**src/rtl/fsm_step_arb.sv**
```systemverilog
// fsm_step_arb: round-robin arbiter that drives a shared 3-phase stepper
// (0 -> 1 -> 2 -> 0) to each granted requester's target phase. It confirms
// every advance against the stepper's registered phase output, and a watchdog
// raises a sticky error when the stepper stops responding.
module fsm_step_arb #(
    parameter int NREQ    = 4,
    parameter int TIMEOUT = 8
) (
    input  logic              clk,
    input  logic              rst_n,
    input  logic [NREQ-1:0]   req,
    input  logic [2*NREQ-1:0] tgt,
    output logic [NREQ-1:0]   gnt,
    output logic [NREQ-1:0]   done,
    output logic              step_en,
    input  logic [3:0]        phase_in,
    output logic              err
);

    localparam int IW = (NREQ > 1) ? $clog2(NREQ) : 1;
    localparam int WW = $clog2(TIMEOUT);

    typedef enum logic [2:0] {
        S_IDLE  = 3'd0,
        S_CHECK = 3'd1,
        S_STEP  = 3'd2,
        S_WAIT  = 3'd3,
        S_DONE  = 3'd4
    } state_t;

    state_t          r_state;
    logic [IW-1:0]   r_last;
    logic [IW-1:0]   r_idx;
    logic [1:0]      r_tgt;
    logic [1:0]      r_exp;
    logic [WW-1:0]   r_wd;

    logic [IW-1:0]   w_c;
    logic [IW-1:0]   w_win;
    logic            w_found;
    logic [1:0]      w_next_ph;
    logic            w_bad;
    logic            w_at_tgt;
    logic            w_at_exp;

    // Round-robin pick: walk from last+1 upward (with wrap); the first set
    // req bit wins.
    always_comb begin
        w_c     = r_last;
        w_win   = r_last;
        w_found = 1'b0;
        for (int i = 0; i < NREQ; i++) begin
            w_c = (w_c == IW'(NREQ - 1)) ? '0 : w_c + 1'b1;
            if (!w_found && req[w_c]) begin
                w_found = 1'b1;
                w_win   = w_c;
            end
        end
    end

    // Phase comparisons against the stepper output. The next phase is only
    // used when phase_in is already known to be valid (0..2).
    always_comb begin
        w_next_ph = (phase_in[1:0] == 2'd2) ? 2'd0 : phase_in[1:0] + 2'd1;
        w_bad     = (r_tgt == 2'd3) || (phase_in > 4'd2);
        w_at_tgt  = (phase_in == {2'b00, r_tgt});
        w_at_exp  = (phase_in == {2'b00, r_exp});
    end

    // Sequencer FSM. All outputs are registered here, so no input reaches an
    // output combinationally.
    always_ff @(posedge clk or negedge rst_n) begin
        if (!rst_n) begin
            r_state <= S_IDLE;
            r_last  <= IW'(NREQ - 1);
            r_idx   <= '0;
            r_tgt   <= '0;
            r_exp   <= '0;
            r_wd    <= '0;
            gnt     <= '0;
            done    <= '0;
            step_en <= 1'b0;
            err     <= 1'b0;
        end else begin
            step_en <= 1'b0;
            done    <= '0;
            case (r_state)
                S_IDLE: begin
                    if (w_found) begin
                        r_idx   <= w_win;
                        r_tgt   <= tgt[{w_win, 1'b0} +: 2];
                        gnt     <= {{(NREQ-1){1'b0}}, 1'b1} << w_win;
                        r_state <= S_CHECK;
                    end
                end
                S_CHECK: begin
                    if (w_bad) begin
                        err     <= 1'b1;
                        done    <= gnt;
                        r_state <= S_DONE;
                    end else if (w_at_tgt) begin
                        done    <= gnt;
                        r_state <= S_DONE;
                    end else begin
                        r_exp   <= w_next_ph;
                        step_en <= 1'b1;
                        r_state <= S_STEP;
                    end
                end
                S_STEP: begin
                    r_wd    <= '0;
                    r_state <= S_WAIT;
                end
                S_WAIT: begin
                    // The advance shows up on phase_in two cycles after the
                    // en pulse; anything much later means the stepper is stuck.
                    if (w_at_exp) begin
                        r_state <= S_CHECK;
                    end else if (r_wd == WW'(TIMEOUT - 1)) begin
                        err     <= 1'b1;
                        done    <= gnt;
                        r_state <= S_DONE;
                    end else begin
                        r_wd <= r_wd + 1'b1;
                    end
                end
                S_DONE: begin
                    gnt     <= '0;
                    r_last  <= r_idx;
                    r_state <= S_IDLE;
                end
                default: r_state <= S_IDLE;
            endcase
        end
    end

endmodule

```
**config.mk**
```make
export PLATFORM = sky130hd
export DESIGN_NAME = fsm_step_arb
export DESIGN_NICKNAME = d
export VERILOG_FILES = /design/src/rtl/fsm_step_arb.sv
export SDC_FILE = /design/constraint.sdc
export NUM_CORES = 1
export LEC_CHECK = 0
export BUFFER_PORTS_ARGS = -buffer_cell sky130_fd_sc_hd__buf_4
export CORE_MARGIN = 8
export CORE_UTILIZATION = 45
export DETAILED_ROUTE_END_ITERATION = 10
export GPL_TIMING_DRIVEN = 0
export HOLD_SLACK_MARGIN = 0.02
export PLACE_DENSITY = 0.64
export SYNTH_ARGS = -nofsm -noshare
export SYNTH_HDL_FRONTEND = slang
export SYNTH_SLANG_ARGS = --single-unit
```
**constraint.sdc**
```tcl
create_clock -name clk -period 2.9 [get_ports clk]
set_input_delay 0.435 -clock clk [delete_from_list [all_inputs] [get_ports clk]]
set_output_delay 0.435 -clock clk [all_outputs]
set_load 0.005 [all_outputs]
```
==> impl_metrics.tcl <==
set metrics [dict create \
    status "complete, no violations" \
    grt_pass1_wl_mm 6.534 \
    cts.repair.resized 0 \
    max_cap_viol_count 0 \
    clockBufferDepth 2 \
    power_leakage_uw 0.0008643 \
    cts.root.buffer_cell "clkbuf_8" \
    synth_edf_count 0 \
    ys_seq_area_share_pct 35.86 \
    layout-drive-gt1-share_pct 31.84 \
    num_antenna_cells 0 \
    startpoint_type "register" \
    hold_class "in2async" \
    coreArea_um2 3633 \
    worstSetupPathType "reg2reg" \
    cp_max_fo 7 \
    crit_required_ps 3030 \
    die_area_um2 5949 \
    synthArstFlopShare_pct 100.0 \
    postLayoutCoreUtil_pct 54.61 \
    syn_area_um2 1682 \
    cts_setup_buffers 0 \
    clkLatencyLatePin_ps 260 \
    grt_pass1_vias 1449 \
    first_iter_violations 49 \
    routed_wl_mm 3.725 \
    syn_to_final_growth_pct 18.01 \
    power.share.sequential_pct 25.3 \
    nets 223 \
    ctsHoldBuffers 0 \
    firstDrtPassIters 4 \
    setup_viol 0 \
    grt_use_total_pct 12.83 \
    power_density_nw_per_um2 1119 \
    ant_nets 0 \
    cp-end-kind "register" \
    port_buffers 25 \
    worstPathArrival_ps 2780 \
    grt_start_max_net_pins 25 \
    comb_power_share_pct 64.5 \
    rsz0062_at_grt "no" \
    fp-row-count 22 \
    io_pins 28 \
    cts_buffers 3 \
    grt_overflow 0 \
    worstMarginPinSlew_ps 674.3 \
    p_sw_uw 949.2 \
    drc_errors 0 \
    min_period_over_period_pct 91.43 \
    hold_viol_final 0 \
    via_count 1402 \
    syn_area_per_cell_um2 9.777 \
    initial_utilization_pct 46.28 \
    maxSlewViolCount 0 \
    die_w_um 77.13 \
    peakVddDrop_mv 0.4274 \
    hpwl_mm 2.940 \
    ff_latch_area_um2 603.1 \
    synth-seq-cells 24 \
    cts_tree "yes" \
    setup_tns_ps 0 \
    netlist_instances 172 \
    clock_skew_ps 1.405 \
    ys.flop_type "dfrtp_1" \
    clk_pin_slew_ps 80 \
    placed_cell_area_um2 1929 \
    fmax_mhz 377.2 \
    synthDistinctLibCells 58 \
    stdcell_area_um2 1984 \
    viasPerCell 5.631 \
    p_sw_share_pct 42.76 \
    slew_headroom_pct 54.67 \
    layout_min_cycle_time_ps 2651 \
    die_y_um 77.13 \
    nFillCells 347 \
    htreeDepth 1 \
    hold_ws_ps 51.88 \
    gp_congestion 0.9444 \
    clkPwrFrac_pct 10.2 \
    multiInputGateArea_um2 988.4 \
    syn-num-nets 193 \
    clock-sinks 24 \
    p_int_uw 1271 \
    antenna_found_initial 0 \
    ys_warn_count 0 \
    wl_per_cell_um 14.96 \
]
## critical path, stage by stage (launching register included)
cell	delay, ps
dfstp_2	570
ha_1	240
buf_6	140
nor3_2	240
or3_4	200
o21ai_4	80
o211a_4	150
o41ai_2	530
or2_4	230
o221ai_1	130
## power by group through the flow
| stage | Combinational (uW) | Clock (uW) | Sequential [uW] |
|---|---|---|---|
| 6_report | 1430 | 226 | 562 |
| 5_1_grt | 1580 | 244 | 583 |
| 4_1_cts | 1440 | 231 | 563 |
| 3_5_place_dp | 1440 | 0 | 570 |
| 3_3_place_gp | 1410 | 0 | 563 |
| 2_1_floorplan | 1160 | 0 | 549 |
## per-layer routing
layer,vias up,GRT usage [%],part of all wire [%]
met4,0,3.585,0.72
met2,12,23.93,54
li1,690,-,-
met1,696,14.44,43
met3,4,2.098,1.8
met5,-,0,0
## stage by stage
step / power (uW) / setup slack (ps) / std cells
2_1_floorplan: 1708 / 448.6 / 172
4_1_cts: 2239 / 237.3 / 249
6_report: 2220 / 248.6 / 249
5_1_grt: 2409 / 122.0 / 249
3_3_place_gp: 1971 / 280.1 / 245
3_5_place_dp: 2011 / 260.9 / 245
## synth_stat cells, drive strengths merged (3+ instances only)
| cell type | count | area (um2) |
|---|---|---|
| a21oi | 5 | 25.02 |
| a22o | 5 | 43.79 |
| a22oi | 3 | 27.52 |
| and2 | 5 | 31.28 |
| buf | 10 | 71.31 |
| dfrtp | 22 | 550.5 |
| ha | 3 | 37.54 |
| inv | 3 | 11.26 |
| mux2 | 8 | 97.59 |
| mux2i | 6 | 60.06 |
| nand2 | 18 | 67.56 |
| nand2b | 8 | 50.05 |
| nand3 | 3 | 15.01 |
| nor2 | 15 | 56.30 |
| nor3 | 3 | 20.02 |
| o21ai | 12 | 78.83 |
| o221ai | 3 | 32.53 |
| o22ai | 3 | 18.77 |
| or2 | 3 | 21.28 |
## cells by family (layout without fill, tap and decap cells)
group / after synthesis / count (layout) / synth area share, %
AND/OR/NAND/NOR: 65 / 65 / 20.39
AO/OA/AOI/OAI: 47 / 47 / 23.88
flip-flops: 24 / 24 / 35.86
multiplexers: 15 / 15 / 10.71
buffers and inverters: 15 / 44 / 5.357
adder cells (fa/ha/maj): 3 / 3 / 2.232
XOR/XNOR: 3 / 3 / 1.563
## cells in the final DEF (no fill, tap or decap), types with 4 or more instances in the layout
cell      count
buf_4        25
dfrtp_1      22
nand2_1      18
nor2_1       15
nand2b_1      8
o21ai_0       7
buf_2         6
mux2_2        6
mux2i_1       6
and2_1        5
a21oi_1       5
a22o_1        5
clkbuf_8      4
## final cells by class
cell class	count	area share (%)
plain buffers	12	3.972
clock buffers	4	2.774
inverters	3	0.5675
multi-input cells	133	49.81
flip-flops and latches	24	30.39
well taps	48	3.026
repair buffers	25	9.458
## sequential cells by signal (all words and copies together), names as in the netlist
name     flops
done         4
gnt          4
r_state      3
r_wd         3
r_exp        2
r_idx        2
r_last       2
r_tgt        2
err          1
step_en      1
## path summary, 6_finish.rpt
path,startpoint,end,slack (ps),cells after the start
hold reg to reg,err$_DFFE_PN0P_,err$_DFFE_PN0P_,480,1
max in group asynchronous,rst_n,r_last[1]$_DFFE_PN1P_,2560,1
min in group clk,phase_in[0],r_exp[1]$_DFFE_PN0P_,460,3
setup reg to reg,r_last[1]$_DFFE_PN1P_,r_tgt[0]$_DFFE_PN0P_,250,9
setup / recovery,r_last[1]$_DFFE_PN1P_,r_tgt[0]$_DFFE_PN0P_,250,9
hold / removal,rst_n,r_exp[1]$_DFFE_PN0P_,50,1
(Power assumes the default switching activity.)
